==> src/rtl/apb_strobe_arbiter_if.sv <==
// apb_strobe_arbiter_if: APB bus between the arbiter (master) and a single slave
interface apb_strobe_arbiter_if;
    logic        psel;
    logic        penable;
    logic        pwrite;
    logic [31:0] paddr;
    logic [31:0] pwdata;
    logic [1:0]  p_strobe;
    logic        pready;
    logic [31:0] prdata;
    modport master (output psel, penable, pwrite, paddr, pwdata, p_strobe, input pready, prdata);
    modport slave  (input psel, penable, pwrite, paddr, pwdata, p_strobe, output pready, prdata);
endinterface

==> src/rtl/apb_strobe_arbiter.sv <==
// apb_strobe_arbiter: round-robin arbiter of two requesters onto one APB slave with access timeout
module apb_strobe_arbiter #(
    parameter int TIMEOUT = 16
) (
    input  logic                  pclk,
    input  logic                  preset_n,
    input  logic [1:0]            req_valid,
    input  logic [1:0]            req_write,
    input  logic [63:0]           req_addr,
    input  logic [63:0]           req_wdata,
    input  logic [3:0]            req_strb,
    output logic [1:0]            req_done,
    output logic [1:0]            req_err,
    output logic [31:0]           rdata,
    apb_strobe_arbiter_if.master  apb
);
    typedef enum logic [1:0] {IDLE, SETUP, ACCESS} state_t;
    state_t     state, state_n;
    logic       last;
    logic       gnt;
    logic       sel;
    logic [7:0] cnt;
    logic       do_grant, do_ok, do_to;
    // state register
    always_ff @(posedge pclk or negedge preset_n) begin
        if (!preset_n) state <= IDLE;
        else           state <= state_n;
    end
    // next state, arbitration choice and transfer-end decode; IDLE skips the done cycle so psel stays low a full cycle
    always_comb begin
        state_n  = state;
        do_grant = 1'b0;
        do_ok    = 1'b0;
        do_to    = 1'b0;
        sel      = (req_valid == 2'b11) ? ~last : req_valid[1];
        case (state)
            IDLE: begin
                if (|req_valid && ~|req_done) begin
                    do_grant = 1'b1;
                    state_n  = SETUP;
                end
            end
            SETUP: state_n = ACCESS;
            ACCESS: begin
                if (apb.pready) begin
                    do_ok   = 1'b1;
                    state_n = IDLE;
                end else if (cnt == 8'(TIMEOUT - 1)) begin
                    do_to   = 1'b1;
                    state_n = IDLE;
                end
            end
            default: state_n = IDLE;
        endcase
    end
    // registered APB outputs, grant bookkeeping, access counter and completion reporting
    always_ff @(posedge pclk or negedge preset_n) begin
        if (!preset_n) begin
            last         <= 1'b1;
            gnt          <= 1'b0;
            cnt          <= '0;
            req_done     <= '0;
            req_err      <= '0;
            rdata        <= '0;
            apb.psel     <= 1'b0;
            apb.penable  <= 1'b0;
            apb.pwrite   <= 1'b0;
            apb.paddr    <= '0;
            apb.pwdata   <= '0;
            apb.p_strobe <= '0;
        end else begin
            req_done <= '0;
            req_err  <= '0;
            if (do_grant) begin
                gnt          <= sel;
                last         <= sel;
                apb.psel     <= 1'b1;
                apb.penable  <= 1'b0;
                apb.pwrite   <= req_write[sel];
                apb.paddr    <= req_addr[{sel, 5'd0} +: 32];
                apb.pwdata   <= req_wdata[{sel, 5'd0} +: 32];
                apb.p_strobe <= req_strb[{sel, 1'b0} +: 2];
            end
            if (state == SETUP) begin
                apb.penable <= 1'b1;
                cnt         <= '0;
            end
            if (state == ACCESS && !do_ok && !do_to) cnt <= cnt + 8'd1;
            if (do_ok || do_to) begin
                apb.psel      <= 1'b0;
                apb.penable   <= 1'b0;
                req_done[gnt] <= 1'b1;
                req_err[gnt]  <= do_to;
                if (!apb.pwrite) rdata <= do_ok ? apb.prdata : 32'd0;
            end
        end
    end
endmodule

==> src/flat_wrapper.sv <==
// flat-port wrapper written by rule: the top's interface ports become plain ports
module apb_strobe_arbiter_flat 
#(
    parameter int TIMEOUT = 16
)
  (pclk, preset_n, req_valid, req_write, req_addr, req_wdata, req_strb, req_done, req_err, rdata, apb_psel, apb_penable, apb_pwrite, apb_paddr, apb_pwdata, apb_p_strobe, apb_pready, apb_prdata);
  apb_strobe_arbiter_if apb_i ();
  input  logic pclk;
  input  logic preset_n;
  input  logic [1:0] req_valid;
  input  logic [1:0] req_write;
  input  logic [63:0] req_addr;
  input  logic [63:0] req_wdata;
  input  logic [3:0] req_strb;
  output logic [1:0] req_done;
  output logic [1:0] req_err;
  output logic [31:0] rdata;
  output wire logic [$bits(apb_i.psel)-1:0] apb_psel;
  output wire logic [$bits(apb_i.penable)-1:0] apb_penable;
  output wire logic [$bits(apb_i.pwrite)-1:0] apb_pwrite;
  output wire logic [$bits(apb_i.paddr)-1:0] apb_paddr;
  output wire logic [$bits(apb_i.pwdata)-1:0] apb_pwdata;
  output wire logic [$bits(apb_i.p_strobe)-1:0] apb_p_strobe;
  input wire logic [$bits(apb_i.pready)-1:0] apb_pready;
  input wire logic [$bits(apb_i.prdata)-1:0] apb_prdata;
  assign apb_psel = apb_i.psel;
  assign apb_penable = apb_i.penable;
  assign apb_pwrite = apb_i.pwrite;
  assign apb_paddr = apb_i.paddr;
  assign apb_pwdata = apb_i.pwdata;
  assign apb_p_strobe = apb_i.p_strobe;
  assign apb_i.pready = apb_pready;
  assign apb_i.prdata = apb_prdata;
  apb_strobe_arbiter #(.TIMEOUT(TIMEOUT)) u_core (.pclk(pclk), .preset_n(preset_n), .req_valid(req_valid), .req_write(req_write), .req_addr(req_addr), .req_wdata(req_wdata), .req_strb(req_strb), .req_done(req_done), .req_err(req_err), .rdata(rdata), .apb(apb_i));
endmodule
==> config.mk <==
export PLATFORM = sky130hd
export DESIGN_NAME = apb_strobe_arbiter_flat
export DESIGN_NICKNAME = d
export VERILOG_FILES = /design/src/rtl/apb_strobe_arbiter_if.sv /design/src/rtl/apb_strobe_arbiter.sv /design/src/flat_wrapper.sv
export SDC_FILE = /design/constraint.sdc
export NUM_CORES = 1
export LEC_CHECK = 0
export CAP_MARGIN = 15
export CORE_ASPECT_RATIO = 0.5
export CORE_MARGIN = 2
export CORE_UTILIZATION = 39
export CTS_CLUSTER_DIAMETER = 50
export DETAILED_ROUTE_END_ITERATION = 7
export GPL_ROUTABILITY_DRIVEN = 0
export GPL_TIMING_DRIVEN = 0
export PLACE_DENSITY = 0.81
export SKIP_CTS_REPAIR_TIMING = 1
export SKIP_LAST_GASP = 1
export SLEW_MARGIN = 20
export SYNTH_ARGS = -nofsm -noshare
export SYNTH_HDL_FRONTEND = slang
export SYNTH_SLANG_ARGS = --single-unit
==> constraint.sdc <==
create_clock -name pclk -period 2.45 [get_ports pclk]
set_clock_uncertainty 0.05 [all_clocks]
set_input_delay 0.49 -clock pclk [delete_from_list [all_inputs] [get_ports pclk]]
set_output_delay 0.49 -clock pclk [all_outputs]
set_load 0.05 [all_outputs]
# == Word level (Yosys, flattened, before mapping) ==
# Cells that the tools add are included.
# totals
input_bits,171
out_inout_bits,105
regBits,117
elab_cells,71
# op_classes
n_eq_ne,6
add_sub_neg,1
muxes,26
reduce_logical,16
bitwise_logic,3
order_cmp,3
shifts,3
# ops
op,n
$shiftx A64 B7 Y32,2
$mux W32,1
$mux W1,16
$mux W8,2
$mux W2,5
$add A8 B1 Y8 const B,1
$eq A8 B4 Y1 const B,1
$pmux W2 S3,1
$eq A2 B2 Y1 const B,2
$logic_and A1 B1 Y1,4
$lt A1 B2 Y1 const B,2
$reduce_and A2 Y1,2
$reduce_bool A2 Y1,2
$reduce_or A2 Y1,2
$shiftx A4 B3 Y2,1
$logic_not A1 Y1,3
$ne A3 B2 Y1 const B,1
$reduce_bool A3 Y1,1
$and A2 B2 Y2,1
$eq A2 B1 Y1 const B,1
$logic_not A2 Y1,1
$ne A2 B1 Y1 const B,1
$not A1 Y1,2
$demux W1 S1,1
2 further kinds,2

# == Depth between registers and ports, before layout ==
# Gate-level depths: netlist of the first run.
# logic_depth
depth_word,8
ltp_mapped,7

# == Worst setup path before layout of the first run ==
# OpenSTA, ideal clock, no wires.
# synth_path
kind,reg-to-reg
start,reg u_core.req_done[1]
end,reg u_core.apb.pwdata[14]
slack_ns,0.679
synth_period_minus_slack_ns,1.771
t_arrival_ns,1.585
required_time_ns,2.264
path_buffers,3
stages_incl_launch_ff,8
setup_ns,0.136
cell_sequence,dfrtp_1 > nor4_1 > o21ai_0 > buf_2 > buf_2 > clkbuf_1 > nand2_1 > o21ai_0
# synth_between
elab_chain_cells,5
# synth_rtl
item,line_no,rtl
start: declaration,apb_strobe_arbiter.sv:12,"output logic [1:0] req_done,"
start signal: assignment,apb_strobe_arbiter.sv:62,req_done <= '0;
start signal: assignment,apb_strobe_arbiter.sv:72,req_done <= '0;
start signal: indexed assignment,apb_strobe_arbiter.sv:92,req_done[gnt] <= 1'b1;
$reduce_or A2 Y1,apb_strobe_arbiter.sv:38,if (|req_valid && ~|req_done) begin
$logic_not A1 Y1,apb_strobe_arbiter.sv:38,
$logic_and A1 B1 Y1,apb_strobe_arbiter.sv:38,
$mux W1,apb_strobe_arbiter.sv:38,
$mux W1,apb_strobe_arbiter.sv:36,case (state)
end signal: assignment,apb_strobe_arbiter.sv:81,"apb.pwdata <= req_wdata[{sel, 5'd0} +: 32];"
end: declaration,apb_strobe_arbiter_if.sv:11,"modport master (output psel, penable, pwrite, paddr, pwdata, p_strobe, input pready, prdata);"
# No other way between the ends.
# A chain may end at the register's enable or synchronous reset.

# == Worst setup path in the final report of the first run ==
# layout_path
start,reg u_core.apb.pwrite
end,out apb_pwrite
# layout_rtl
item,line_no,rtl
start: declaration,apb_strobe_arbiter_if.sv:11,
start signal: assignment,apb_strobe_arbiter.sv:79,apb.pwrite <= req_write[sel];
end: declaration,flat_wrapper.sv:20,output wire logic [$bits(apb_i.pwrite)-1:0] apb_pwrite;
# No word-level cell between the ends.

==> results by group, run 1 <==
Status
  • Outcome: finished clean

Hold path
  • HP Class: register to register
  • Hold path start: u_core.apb.paddr[23]$_DFFE_PN0P_

Floorplan
  • Placeable Area: around 13000 sq um
  • Io pins: approximately 280
  • Initial Utilization: 0.397
  • Die Y: around 84 microns
  • Die area: 13800 sq um
  • Rows: 29
  • Chip Width: roughly 160 microns

Timing
  • Final hold violations: 0
  • Worst-margin pin slew: 0.642 ns
  • Hold WS: about 0.42 ns
  • RSZ-0062 raised after global routing: false
  • Setup tns final: 0 ns
  • Fin crit share: 0.901
  • Tmin final: between 2 and 2.5 ns
  • Setup slack after layout: ~0.24 ns
  • Final setup viols: 0
  • Slew Viols, Final: 0
  • Max-slew headroom: 0.571
  • FMAX: about 450 MHz

CTS
  • Sink Count: around 120
  • Clock tree from TritonCTS: built
  • Cts bufs inserted: 17
  • Clk buf depth: 2
  • H-tree depth: 4
  • Clock latency on the worst-skew pair: about 0.4 ns
  • Root buf cell: clkbuf_16
  • Worst-path clk slew: ~0.06 ns

Critical path
  • Worst Setup SP: u_core.apb.pwrite$_DFFE_PN0P_
  • Max incr delay on CP: ~0.9 ns
  • Crit-path leading delay family: buffers and inverters
  • Crit-path cells: clkdlybuf4s50_1
  • CP Capture Type: output port
  • Buf/Inv on CP: 1
  • Crit-path max FO: 3
  • CP max stage cell: clkdlybuf4s50_1
  • Critical path type: register to output port
  • Startpoint Class: register
  • Critical Path AT: ~1.7 ns
  • Reg2reg start: u_core.state[0]$_DFFE_PN0P_
  • Req. time, crit path: between 1.5 and 2 ns

Logic synthesis
  • Post-synthesis sequential area ratio: 0.586
  • Gate Count Post-Synth: roughly 440
  • Synth top cells by count: dfrtp_1, nand2_1, o21ai_0
  • Post-synth ARST share: 1.00
  • Synth Register Bits: 117
  • Syn_nets: ~600
  • Mapped Avg Cell Area: between 10 and 15 sq um
  • Post-synth cell types: 36
  • Post-synth EDFFs: 0
  • Main synth FF type: dfrtp_1
  • Yosys top cell area share: 0.580
  • Cell Area, Synth: around 5000 sq um
  • Synth top area cells: dfrtp_1, mux2i_1, o21ai_0, nand2_1, a22o_1
  • Count leader, synth: dfrtp_1
  • Dominant cell type by area after synthesis: dfrtp_1
  • Ys Warns: 0

Pwr
  • Leak: about 3.8 nW
  • Peak supply drop: 703 uV
  • Power Total: around 0.012 W
  • Cell Pwr Density: 1450 nW/um^2

Global routing
  • First-pass GRT wire length: approximately 25000 microns
  • Initial antenna violation count: 0
  • Tot GR Track Use: 0.235
  • Vias in the first global route: around 4800
  • Congestion Overflow GR: 0
  • Largest net degree at the start of global routing: 74

Placed design
  • Port Buffers: 275
  • Hpwl dp: between 10000 and 15000 microns
  • Place WS: -0.175 ns
  • Dpl cells: 889

Cells and area
  • Filler Cell Count: just under 1000
  • Cell Count, Final, Fillers Out: approximately 920
  • Share of layout cells above drive strength 1: 0.0771
  • Area growth syn-to-layout: 72.0%
  • ANT cells: 0
  • Final net count: roughly 910

Routing
  • # DRC: 0
  • Routed wire length: roughly 16000 microns
  • Routed Antenna Nets: 0
  • WL/cell: roughly 17 microns
  • Starting DRC count in detailed routing: about 280
  • First-pass DRT Iterations: 4
  • Vias per Instance: 4.97
  • Vias: between 4000 and 5000

Run
  • Max cap viols: 0
final timing paths:
check | slack [ns] | to | cells past startpoint
min in group asynchronous | 0.53 | u_core.apb.pwdata[8]$_DFFE_PN0P_ | 2
worst max-delay path | 0.24 | apb_pwrite | 1
worst max register to register | 0.41 | u_core.apb.pwdata[8]$_DFFE_PN0P_ | 7
max in group asynchronous | 1.11 | u_core.last$_DFFE_PN1P_ | 3
worst min-delay path | 0.42 | u_core.apb.paddr[23]$_DFFE_PN0P_ | 2
worst min register to register | 0.42 | u_core.apb.paddr[23]$_DFFE_PN0P_ | 2
cell type report:
class                           instances  area, sq um  area share
Clock inverter                         15          170      0.0198
Inverter                                6         22.5     0.00262
Multi-Input combinational cell        290         1900       0.220
Sequential cell                       117         2930       0.341
Clock buffer                           17          425      0.0495
Timing Repair Buffer                  277         2790       0.325
Buffer                                 30          155      0.0180
Tap cell                              170          213      0.0247
metal layers:
metal / share of wire / global-route usage / wire length (microns)
met1: 0.41 / 0.281 / 6500
met2: 0.51 / 0.407 / 8130
met3: 0.046 / 0.0507 / 733
met4: 0.032 / 0.101 / 512
met5: 0 / 0 / 0
cell families (layout without fill, tap and decap cells):
group,after synthesis,in the layout,synth area share
multiplexers,68,68,0.136
flip-flops,117,117,0.586
AND/OR/NAND/NOR,103,103,0.0893
XOR/XNOR,1,1,0.00175
adder cells (fa/ha/maj),1,1,0.00250
buffers and inverters,36,345,0.0355
AO/OA/AOI/OAI,117,117,0.149
cells in the final DEF (no fill, tap or decap), types with 2 or more instances in the layout:
cell             count
nor2b_1              2
mux2i_1             68
nand3_1              5
inv_6                5
bufinv_16            2
clkbuf_1            15
clkdlybuf4s50_1    274
o221ai_1             2
inv_1                5
nand2b_1             2
dfrtp_1            116
o21a_1               2
clkinvlp_4           2
clkbuf_16           17
buf_4                2
clkinv_4             4
a22o_1              32
o21ai_0             72
buf_6                4
nand2_1             78
nor4_1               2
o21ai_2              2
nor2_4               2
buf_2               10
a31oi_1              2
nor2_1               5
through the flow:
stage,cell area (sq um),utilization
final,8600,0.683
after global routing,8600,0.683
after CTS,8590,0.682
after detailed placement,8000,0.635
after global placement,7970,0.633
after floorplan,5000,-
sequential cells by signal (all words and copies together), names as in the netlist, 2 cells and up:
register             count
u_core.req_done          2
u_core.apb.pwdata       32
u_core.req_err           2
u_core.state             2
u_core.apb.p_strobe      2
u_core.rdata            32
u_core.cnt               8
u_core.apb.paddr        32
power breakdown:
| part | total (W) | internal [W] | switching (W) | leakage [nW] |
|---|---|---|---|---|
| sequential | 0.00329 | 0.00280 | 0.000492 | 1.46 |
| clock | 0.00250 | 0.00152 | 0.000975 | 0.287 |
| combinational | 0.00671 | 0.00227 | 0.00444 | 2.02 |
Power figures use the tool's default switching activity.
==> run 2: changes to the inputs <==
TNS_END_PERCENT = 50   (was not set)
==> results of run 2 <==
The final DEF is identical to that of run 1; final timing and power are the same.
==> run 3: changes to the inputs <==
CORE_ASPECT_RATIO = not set   (was 0.5)
GPL_TIMING_DRIVEN = not set   (was 0)
==> results by group, run 3 (same netlist as run 1, synthesis figures left out) <==
Status
  • Outcome: finished clean

Critical path
  • Crit-path leading delay family: buffers and inverters
  • Crit-path cells: clkdlybuf4s50_1
  • Critical Path AT: 1.62 ns
  • Reg2reg start: u_core.cnt[4]$_DFFE_PN0P_
  • CP Capture Type: output port
  • Max incr delay on CP: ~0.86 ns
  • Buf/Inv on CP: 1
  • Critical path type: register to output port
  • Startpoint Class: register
  • Crit-path max FO: 2
  • Worst Setup SP: u_core.apb.paddr[21]$_DFFE_PN0P_
  • CP max stage cell: clkdlybuf4s50_1
  • Req. time, crit path: roughly 1.9 ns

Timing
  • Setup tns final: 0 ns
  • Max-slew headroom: 0.467
  • RSZ-0062 raised after global routing: false
  • Worst-margin pin slew: roughly 0.8 ns
  • Fin crit share: 0.880
  • Setup slack after layout: between 0.2 and 0.3 ns
  • FMAX: around 460 MHz
  • Final setup viols: 0
  • Final hold violations: 0
  • Slew Viols, Final: 0
  • Tmin final: 2.16 ns

Cells and area
  • Final net count: 887
  • Multi-input gate area: between 1500 and 2000 sq um
  • Area growth syn-to-layout: 71.5%
  • Area taken by flip-flops and latches: 2930 sq um
  • Commonest non-fill, non-tap cell in the layout: clkdlybuf4s50_1
  • Share of layout cells above drive strength 1: 0.0673
  • Most frequent cells in the layout: clkdlybuf4s50_1, dfrtp_1, nand2_1, o21ai_0, mux2i_1
  • ANT cells: 0
  • Largest regs: u_core.apb.paddr x32, u_core.apb.pwdata x32, u_core.rdata x32
  • Filler Cell Count: 928

Global routing
  • Largest net degree at the start of global routing: 118
  • Tot GR Track Use: 0.212
  • Congestion Overflow GR: 0
  • Vias in the first global route: between 4000 and 5000
  • First-pass GRT wire length: between 20000 and 25000 microns
  • Initial antenna violation count: 0

CTS
  • Worst-path clk slew: roughly 0.05 ns
  • Sink Count: approximately 120
  • Root buf cell: clkbuf_16
  • Cts bufs inserted: 17
  • Clk buf depth: 2
  • H-tree depth: 4
  • Clock latency on the worst-skew pair: 0.40 ns
  • Clock tree from TritonCTS: built

Routing
  • First-pass DRT Iterations: 6
  • Vias per Instance: 4.87
  • Starting DRC count in detailed routing: between 200 and 250
  • Routed wire length: 14600 microns
  • # DRC: 0
  • Routed Antenna Nets: 0
  • WL/cell: between 15 and 20 microns
  • Vias: approximately 4400

Pwr
  • Power Total: 0.0125 W
  • Peak supply drop: between 700 and 800 uV
  • Cell Pwr Density: between 1000 and 1500 nW/um^2
  • Leak: between 3 and 4 nW

Floorplan
  • Chip Width: roughly 120 microns
  • Die area: 13700 sq um
  • Initial Utilization: 0.398
  • Io pins: around 280
  • Placeable Area: approximately 13000 sq um
  • Rows: 41
  • Die Y: 117 microns

Placed design
  • Place WS: approximately 0.2 ns
  • Hpwl dp: ~11000 microns
  • Port Buffers: ~280

Run
  • Max cap viols: 0

Hold path
  • HP Class: input pin to async pin
## run 3: changes by cell type in the layout (fill, tap and decap cells not counted), sizes merged
cell         before  now
clkinv            5    2
bufinv            2    4
inv              12    6
dlygate4sd3       1    0
clkbuf           32   24
buf              17    9
## run 3: final cells by class
class | instances | area share
timing repair buffer | 283 | 0.332
sequential | 117 | 0.342
clock inverter | 8 | 0.0169
tap | 172 | 0.0251
inverter | 6 | 0.00263
multi-input combinational | 290 | 0.225
clock buffer | 24 | 0.0573
## run 3: power by group
group	switching [W]	leakage (nW)	internal, W	total [W]
logic	0.00428	1.97	0.00225	0.00654
registers	0.000502	1.46	0.00280	0.00331
clock network	0.000847	0.306	0.00181	0.00265
total	0.00563	3.74	0.00686	0.0125
## run 3: path summary, 6_finish.rpt
path	endpoint	slack, ns	cells after the start
worst max register to register	u_core.rdata[30]$_DFFE_PN0P_	0.56	4
worst min register to register	u_core.req_err[0]$_DFF_PN0_	0.41	1
worst min-delay path	u_core.apb.pwdata[23]$_DFFE_PN0P_	0.09	2
worst max-delay path	apb_paddr[21]	0.29	1
min in group pclk	u_core.req_err[0]$_DFF_PN0_	0.41	1
max in group asynchronous	u_core.apb.paddr[8]$_DFFE_PN0P_	1.74	2
## run 3: layer usage
layer  up-vias  global-route usage  routed length (microns)
met3        21              0.0891                     1430
met4         0              0.0769                      229
met1      2075               0.234                     5430
met5         -                   0                        0
li1       2107                   -                        -
met2       179               0.365                     7560
## run 3: through the flow
| step | utilization | cells | hold WS (ns) | instance area, sq um |
|---|---|---|---|---|
| final | 0.682 | 900 | 0.0852 | 8580 |
| after global routing | 0.682 | 900 | 0.135 | 8580 |
| after CTS | 0.682 | 900 | 0.148 | 8580 |
| after detailed placement | 0.632 | 868 | 0.400 | 7940 |
| after global placement | 0.631 | 868 | 0.398 | 7930 |
| after floorplan | - | 443 | 0.144 | 5000 |
